**config.mk**
```make
export PLATFORM = sky130hd
export DESIGN_NAME = float_add_pipe
export DESIGN_NICKNAME = d
export VERILOG_FILES = /design/src/rtl/float_add_pipe.sv
export SDC_FILE = /design/constraint.sdc
export NUM_CORES = 1
export LEC_CHECK = 0
export CAP_MARGIN = 5
export CORE_ASPECT_RATIO = 1.2
export CORE_UTILIZATION = 45
export DETAILED_ROUTE_END_ITERATION = 7
export PLACE_DENSITY = 0.69
export SETUP_SLACK_MARGIN = 0.05
export SYNTH_ARGS = -nofsm -noshare
export SYNTH_HDL_FRONTEND = slang
export SYNTH_SLANG_ARGS = --single-unit
export TNS_END_PERCENT = 1
```
**constraint.sdc**
```tcl
create_clock -name clk -period 10.76 [get_ports clk]
set_clock_uncertainty 0.15 [all_clocks]
set_input_delay 2.152 -clock clk [delete_from_list [all_inputs] [get_ports clk]]
set_output_delay 2.152 -clock clk [all_outputs]
set_load 0.02 [all_outputs]
```
**src/rtl/float_add_pipe.sv**
```systemverilog
// Five-stage pipelined floating-point adder/subtractor with RNE rounding,
// inf/NaN handling, subnormal flush-to-zero and optional overflow saturation.
module float_add_pipe #(
    parameter int EXP_W  = 5,
    parameter int FRAC_W = 10,
    parameter int SAT    = 0
) (
    input  logic                    clk,
    input  logic                    rst_b,
    input  logic                    de_in,
    input  logic                    op_sub,
    input  logic [EXP_W+FRAC_W:0]   data_in_01,
    input  logic [EXP_W+FRAC_W:0]   data_in_02,
    output logic                    de_out,
    output logic [EXP_W+FRAC_W:0]   data_out
);

    localparam int W    = 1 + EXP_W + FRAC_W;
    localparam int M    = FRAC_W + 4;          // hidden + frac + G/R/S
    localparam int EW2  = EXP_W + 2;
    localparam int SW   = $clog2(M + 1);
    localparam int EMAX = (1 << EXP_W) - 1;
    localparam logic signed [EW2-1:0] EMAX_S = EW2'(EMAX);

    function automatic logic [SW-1:0] lzc(input logic [M-1:0] v);
        lzc = SW'(M);
        for (int unsigned i = 0; i < M; i++)
            if (v[i]) lzc = SW'(M - 1 - i);
    endfunction

    // ---------------- stage 1: capture and classify ----------------
    logic [EXP_W-1:0]  in_ea, in_eb;
    logic [FRAC_W-1:0] in_fa, in_fb;
    assign in_ea = data_in_01[W-2:FRAC_W];
    assign in_eb = data_in_02[W-2:FRAC_W];
    assign in_fa = data_in_01[FRAC_W-1:0];
    assign in_fb = data_in_02[FRAC_W-1:0];

    logic              v1, s1_sa, s1_sb, s1_za, s1_zb, s1_ia, s1_ib, s1_na, s1_nb;
    logic [EXP_W-1:0]  s1_ea, s1_eb;
    logic [FRAC_W-1:0] s1_fa, s1_fb;

    always_ff @(posedge clk or negedge rst_b) begin
        if (!rst_b) begin
            v1 <= 1'b0;
            s1_sa <= 1'b0; s1_sb <= 1'b0;
            s1_ea <= '0;   s1_eb <= '0;
            s1_fa <= '0;   s1_fb <= '0;
            s1_za <= 1'b0; s1_zb <= 1'b0;
            s1_ia <= 1'b0; s1_ib <= 1'b0;
            s1_na <= 1'b0; s1_nb <= 1'b0;
        end else begin
            v1 <= de_in;
            if (de_in) begin
                s1_sa <= data_in_01[W-1];
                s1_sb <= data_in_02[W-1] ^ op_sub;
                s1_ea <= in_ea;
                s1_eb <= in_eb;
                s1_fa <= in_fa;
                s1_fb <= in_fb;
                s1_za <= (in_ea == '0);
                s1_zb <= (in_eb == '0);
                s1_ia <= (in_ea == '1) && (in_fa == '0);
                s1_ib <= (in_eb == '1) && (in_fb == '0);
                s1_na <= (in_ea == '1) && (in_fa != '0);
                s1_nb <= (in_eb == '1) && (in_fb != '0);
            end
        end
    end

    // ---------------- stage 2: swap and align ----------------
    logic [EXP_W+FRAC_W-1:0] mag_a, mag_b;
    logic                    a_ge, l_s, l_z, sm_z;
    logic [EXP_W-1:0]        l_e, sm_e, shamt;
    logic [FRAC_W-1:0]       l_f, sm_f;
    logic [M-1:0]            ml, ms_raw, ms_al;
    logic [2*M-1:0]          wide;

    always_comb begin
        mag_a = s1_za ? '0 : {s1_ea, s1_fa};
        mag_b = s1_zb ? '0 : {s1_eb, s1_fb};
        a_ge  = (mag_a >= mag_b);
        if (a_ge) begin
            l_s = s1_sa; l_e = s1_ea; l_f = s1_fa; l_z = s1_za;
            sm_e = s1_eb; sm_f = s1_fb; sm_z = s1_zb;
        end else begin
            l_s = s1_sb; l_e = s1_eb; l_f = s1_fb; l_z = s1_zb;
            sm_e = s1_ea; sm_f = s1_fa; sm_z = s1_za;
        end
        ml     = l_z  ? '0 : {1'b1, l_f, 3'b000};
        ms_raw = sm_z ? '0 : {1'b1, sm_f, 3'b000};
        // a zero small operand has exp 0, so shamt never wraps negative
        shamt  = l_e - sm_e;
        wide   = {ms_raw, {M{1'b0}}} >> shamt;
        if (int'(shamt) >= FRAC_W + 3)
            ms_al = {{(M-1){1'b0}}, |ms_raw};
        else
            ms_al = {wide[2*M-1:M+1], wide[M] | (|wide[M-1:0])};
    end

    logic             v2, s2_s, s2_sub, s2_nan, s2_inf, s2_infs, s2_nz;
    logic [EXP_W-1:0] s2_e;
    logic [M-1:0]     s2_ml, s2_ms;

    always_ff @(posedge clk or negedge rst_b) begin
        if (!rst_b) begin
            v2 <= 1'b0;
            s2_s <= 1'b0; s2_sub <= 1'b0; s2_e <= '0;
            s2_ml <= '0;  s2_ms <= '0;
            s2_nan <= 1'b0; s2_inf <= 1'b0; s2_infs <= 1'b0; s2_nz <= 1'b0;
        end else begin
            v2 <= v1;
            if (v1) begin
                s2_s    <= l_s;
                s2_sub  <= s1_sa ^ s1_sb;
                s2_e    <= l_e;
                s2_ml   <= ml;
                s2_ms   <= ms_al;
                s2_nan  <= s1_na | s1_nb | (s1_ia & s1_ib & (s1_sa ^ s1_sb));
                s2_inf  <= s1_ia | s1_ib;
                s2_infs <= s1_ia ? s1_sa : s1_sb;
                s2_nz   <= s1_za & s1_zb & s1_sa & s1_sb;
            end
        end
    end

    // ---------------- stage 3: add / subtract ----------------
    logic             v3, s3_s, s3_nan, s3_inf, s3_infs, s3_nz;
    logic [EXP_W-1:0] s3_e;
    logic [M:0]       s3_sum;

    always_ff @(posedge clk or negedge rst_b) begin
        if (!rst_b) begin
            v3 <= 1'b0;
            s3_s <= 1'b0; s3_e <= '0; s3_sum <= '0;
            s3_nan <= 1'b0; s3_inf <= 1'b0; s3_infs <= 1'b0; s3_nz <= 1'b0;
        end else begin
            v3 <= v2;
            if (v2) begin
                s3_sum  <= s2_sub ? ({1'b0, s2_ml} - {1'b0, s2_ms})
                                  : ({1'b0, s2_ml} + {1'b0, s2_ms});
                s3_s    <= s2_s;
                s3_e    <= s2_e;
                s3_nan  <= s2_nan;
                s3_inf  <= s2_inf;
                s3_infs <= s2_infs;
                s3_nz   <= s2_nz;
            end
        end
    end

    // ---------------- stage 4: normalise ----------------
    logic [SW-1:0]           lz;
    logic signed [EW2-1:0]   e_in, n_e;
    logic [M-1:0]            n_m;
    logic                    n_zero;

    always_comb begin
        lz     = lzc(s3_sum[M-1:0]);
        e_in   = $signed({2'b00, s3_e});
        n_zero = (s3_sum == '0);
        if (s3_sum[M]) begin
            n_m = {s3_sum[M:2], s3_sum[1] | s3_sum[0]};
            n_e = e_in + EW2'(1);
        end else begin
            n_m = s3_sum[M-1:0] << lz;
            n_e = e_in - $signed(EW2'(lz));
        end
    end

    logic                  v4, s4_s, s4_zero, s4_nan, s4_inf, s4_infs;
    logic [M-1:0]          s4_m;
    logic signed [EW2-1:0] s4_e;

    always_ff @(posedge clk or negedge rst_b) begin
        if (!rst_b) begin
            v4 <= 1'b0;
            s4_s <= 1'b0; s4_zero <= 1'b0; s4_m <= '0; s4_e <= '0;
            s4_nan <= 1'b0; s4_inf <= 1'b0; s4_infs <= 1'b0;
        end else begin
            v4 <= v3;
            if (v3) begin
                s4_m    <= n_m;
                s4_e    <= n_e;
                s4_zero <= n_zero;
                s4_s    <= n_zero ? s3_nz : s3_s;
                s4_nan  <= s3_nan;
                s4_inf  <= s3_inf;
                s4_infs <= s3_infs;
            end
        end
    end

    // ---------------- stage 5: round and pack ----------------
    logic                  rnd_inc;
    logic [FRAC_W+1:0]     rnd;
    logic signed [EW2-1:0] f_e;
    logic [FRAC_W-1:0]     f_frac;
    logic [W-1:0]          res;

    always_comb begin
        rnd_inc = s4_m[2] & (s4_m[1] | s4_m[0] | s4_m[3]);
        rnd     = {1'b0, s4_m[M-1:3]} + {{(FRAC_W+1){1'b0}}, rnd_inc};
        if (rnd[FRAC_W+1]) begin
            f_e    = s4_e + EW2'(1);
            f_frac = '0;
        end else begin
            f_e    = s4_e;
            f_frac = rnd[FRAC_W-1:0];
        end
        if (s4_nan)
            res = {1'b0, {EXP_W{1'b1}}, 1'b1, {(FRAC_W-1){1'b0}}};
        else if (s4_inf)
            res = {s4_infs, {EXP_W{1'b1}}, {FRAC_W{1'b0}}};
        else if (s4_zero)
            res = {s4_s, {(W-1){1'b0}}};
        else if (!f_e[EW2-1] && (f_e >= EMAX_S))
            res = (SAT != 0) ? {s4_s, EXP_W'(EMAX - 1), {FRAC_W{1'b1}}}
                             : {s4_s, {EXP_W{1'b1}}, {FRAC_W{1'b0}}};
        else if (f_e[EW2-1] || (f_e == '0))
            res = {s4_s, {(W-1){1'b0}}};
        else
            res = {s4_s, f_e[EXP_W-1:0], f_frac};
    end

    always_ff @(posedge clk or negedge rst_b) begin
        if (!rst_b) begin
            de_out   <= 1'b0;
            data_out <= '0;
        end else begin
            de_out <= v4;
            if (v4) data_out <= res;
        end
    end

endmodule

```
==> impl_results.md <==
* CP arrival at 5.28 ns
* M3 GR Usage at 2.982%
* R2r endpoint: s2_ms[5]$_DFFE_PN0P_
* CTS Hold Buffers Added at 0
* Dpl hpwl at 16.20 mm
* Slew Viols, Final at 0
* Slew @ Worst Pin at 1.112 ns
* Syn Nets at 1,113
* Sequential share of power at 32.1%
* RR Startpoint: s1_za$_DFFE_PN0P_
* Psw at 0.001179 W
* Critical path's slowest cell: dfrtp_1
* Clock share of power at 21.2%
* GR Layer Usage met2 at 37.56%
* Fmax achieved at 197.8 MHz
* Number of synthesis warnings at 0
* Vias in the first global route at 7,378
* Initial Util at 46.46%
* Fin. Hold Viols at 0
* Total Wirelength at 21.86 mm
* Mapped Cells at 1,041
* Final ANT Viol Nets at 0
* Critical path type: register to register
* Sw frac at 41.88%
* Vias at 7,547
* Buf+Inv Stages, Crit Path at 4
* Startpoint types: register
* Crit share post-route at 46.99%
* Pin count of the biggest net entering global routing at 93
* Worst path max stage delay at 0.75 ns
* Core Box Area at 20,470 um2
* Most common cell after layout, fill and taps aside: dfrtp_1
* Worst VDD drop at 144.3 uV
* Critical Path RT at 10.98 ns
* Slew HR at 25.86%
* Number of H-tree levels at 4
* Hold Startpoint: data_out[9]$_DFFE_PN0P_
* Fin Hold WS at 0.3244 ns
* Die area at 21,720 um2
* Clock root buffer: clkbuf_16
* All-Layer GR Usage at 21.59%
* Power per cell area at 261.0 nW/um2
* Row cnt at 57
* Top cells by area, synth: dfrtp_1 (38%), mux2_2 (6.2%), mux2i_1 (6.1%), ha_1 (4.6%), a21oi_1 (4.5%)
* # clock sinks at 146
* Crit path max fanout at 23
* Chip height at 161.2 um
* Max Cap Viol at 0
* Asr flop ratio synth at 100.0%
* Hold Path Sink: data_out[9]$_DFFE_PN0P_
* R2R cell count at 20
* Ant diodes at 0
* Place WS at 5.804 ns
* Synthesized area per cell at 9.135 um2
* Share of the synthesized area in the top cell type at 38.42%
* Placed insts at 1,309
* Most Used Layer, Global Route: met2
* CTS max path bufs at 2
* Port buffer count at 52
* Post-route insts no fill at 1,341
* Most frequent cells in the layout: dfrtp_1 (146), nor2_1 (100), nand2_1 (87)
* Die Wd at 134.7 um
* Synth area leader: dfrtp_1
* RSZ-0062 raised after global routing: no
* Met1 usage at 26.47%
* CP top delay family: buffers and inverters
* #FFs+latches synth at 146
* Total Neg Setup Slack at 0 ns
* CTS tree: yes
* PostCTS Resize Cnt at 0
* Type of the worst min-delay path: register to register
* Sequential element share of the synthesized area at 38.42%
* Vias per cell at 5.628
* CP Capture Type: register
* Post-synth EDFFs at 0
* Skew-Pair Late Insertion Delay at 0.44 ns
* Fin crit period at 5.056 ns
* Antenna violations before repair at 0
* Lkg Pwr at 4.548 nW
* Setup Buffers After CTS at 0
* Initial DRC count at 443
* Status: finished, final reports clean
* Ports at 53
* Fin nets at 1,135
* Internal power at 0.001636 W
* Mapped cell area at 9509 um2
* Setup slack, reg-to-reg at 5.70 ns
* Final setup fails at 0
* First drt pass iteration count at 5
* Share of cells above drive strength 1 at 11.43%
* Num CTS Buffers at 17
* Grt total ovfl at 0
* Comb power frac at 46.8%
* Prevailing post-synth register cell: dfrtp_1
* Routability congestion estimate at 0.9093
* DRC viols at 0
* Final worst slack at 5.704 ns
* Area growth syn-to-layout at 13.43%
* Worst hold stages at 1
* First-pass GRT wire length at 37.20 mm
* Mean routed wirelength per cell at 16.30 um
* Synth cell types at 75
* Critical-path cell list: inv_1 > nand2_1 > inv_1 > ha_1 > a21oi_1 > o21ai_0 > a21oi_1 > o21ai_2 > buf_4 > nor2_1 > a21oi_1 > ha_1 > clkinv_1 > nor3_1 > mux2i_1 > o21ai_0 > nor2_1 > or3_1 > o21ai_0 > a22o_1
* Clock slew at reported path FFs at 0.07 ns
-- area by class of cell --
class	count	area [um2]
well taps	265	331.6
multi-input cells	783	5421
clock buffers	17	425.4
inverters	54	202.7
clock inverters	15	167.7
flip-flops and latches	146	3654
fillers	1867	9682
repair buffers	61	584.3
-- metrics by stage --
stage               util (%)  power, W  instance area (um2)
global route           52.70  0.003039                10790
detailed placement     49.80  0.002221                10190
finish                 52.70  0.002815                10790
global placement       49.80  0.002198                10190
floorplan                  -  0.001898                 9509
CTS                    52.70  0.002829                10790
-- sequential cells by signal, indices dropped and copies added (netlist names), 5 cells and up --
register / count
s4_m: 14
s3_sum: 15
s2_ml: 11
data_out: 16
s1_ea: 5
s1_fb: 10
s3_e: 5
s4_e: 7
s1_fa: 10
s1_eb: 5
s2_e: 5
s2_ms: 14
-- cell usage after synthesis (5+ instances only) --
cell,n
o211ai_1,8
a211oi_1,9
a21o_1,8
a31oi_1,10
inv_1,53
a21oi_1,85
nor2b_1,28
o22ai_1,7
nand2b_1,8
and3_1,5
nand2_1,87
nor4_1,8
o21a_1,8
buf_2,5
nand3_1,19
nor3_1,23
buf_1,7
nor3b_1,9
o22ai_2,8
dfrtp_1,146
nand4_1,6
xor2_1,13
o2bb2ai_1,14
mux2_2,52
ha_1,35
xnor2_1,40
mux2i_1,58
clkbuf_1,44
o21ai_0,60
nor2_1,100
-- layer usage --
layer,vias to the layer above,wire length [um]
met2,147,11170
met3,44,519
met1,3591,9454
li1,3765,-
met5,-,0
met4,0,716
-- logic make-up (layout without fill, tap and decap cells) --
logic type | count (synthesis) | count (layout) | synth area share, %
XOR/XNOR | 55 | 55 | 5.224
AND/OR/NAND/NOR | 314 | 314 | 15.91
multiplexers | 112 | 112 | 12.64
buffers and inverters | 112 | 147 | 4.605
adder cells (fa/ha/maj) | 39 | 39 | 5.145
AO/OA/AOI/OAI | 263 | 263 | 18.05
flip-flops | 146 | 146 | 38.42
-- worst max-delay path by stage --
stage                                 start  depth (start not counted)  slack, ns               endpoint
after floorplan           s1_zb$_DFFE_PN0P_                         23       6.08  s2_ms[11]$_DFFE_PN0P_
after global placement    s1_za$_DFFE_PN0P_                         20       5.90   s2_ms[5]$_DFFE_PN0P_
after detailed placement  s1_za$_DFFE_PN0P_                         20       5.80   s2_ms[5]$_DFFE_PN0P_
after CTS                 s1_za$_DFFE_PN0P_                         20       5.78   s2_ms[5]$_DFFE_PN0P_
after global routing      s1_za$_DFFE_PN0P_                         20       5.32   s2_ms[5]$_DFFE_PN0P_
final                     s1_za$_DFFE_PN0P_                         20       5.70   s2_ms[5]$_DFFE_PN0P_
-- power groups by stage --
stage | clock network (W) | logic [W] | registers, W
4_1_cts | 0.000609 | 0.00132 | 0.000902
3_3_place_gp | 0 | 0.00129 | 0.000905
5_1_grt | 0.000635 | 0.00147 | 0.000930
6_report | 0.000596 | 0.00132 | 0.000903
3_5_place_dp | 0 | 0.00131 | 0.000911
2_1_floorplan | 0 | 0.00107 | 0.000826
Power figures use the tool's default switching activity.
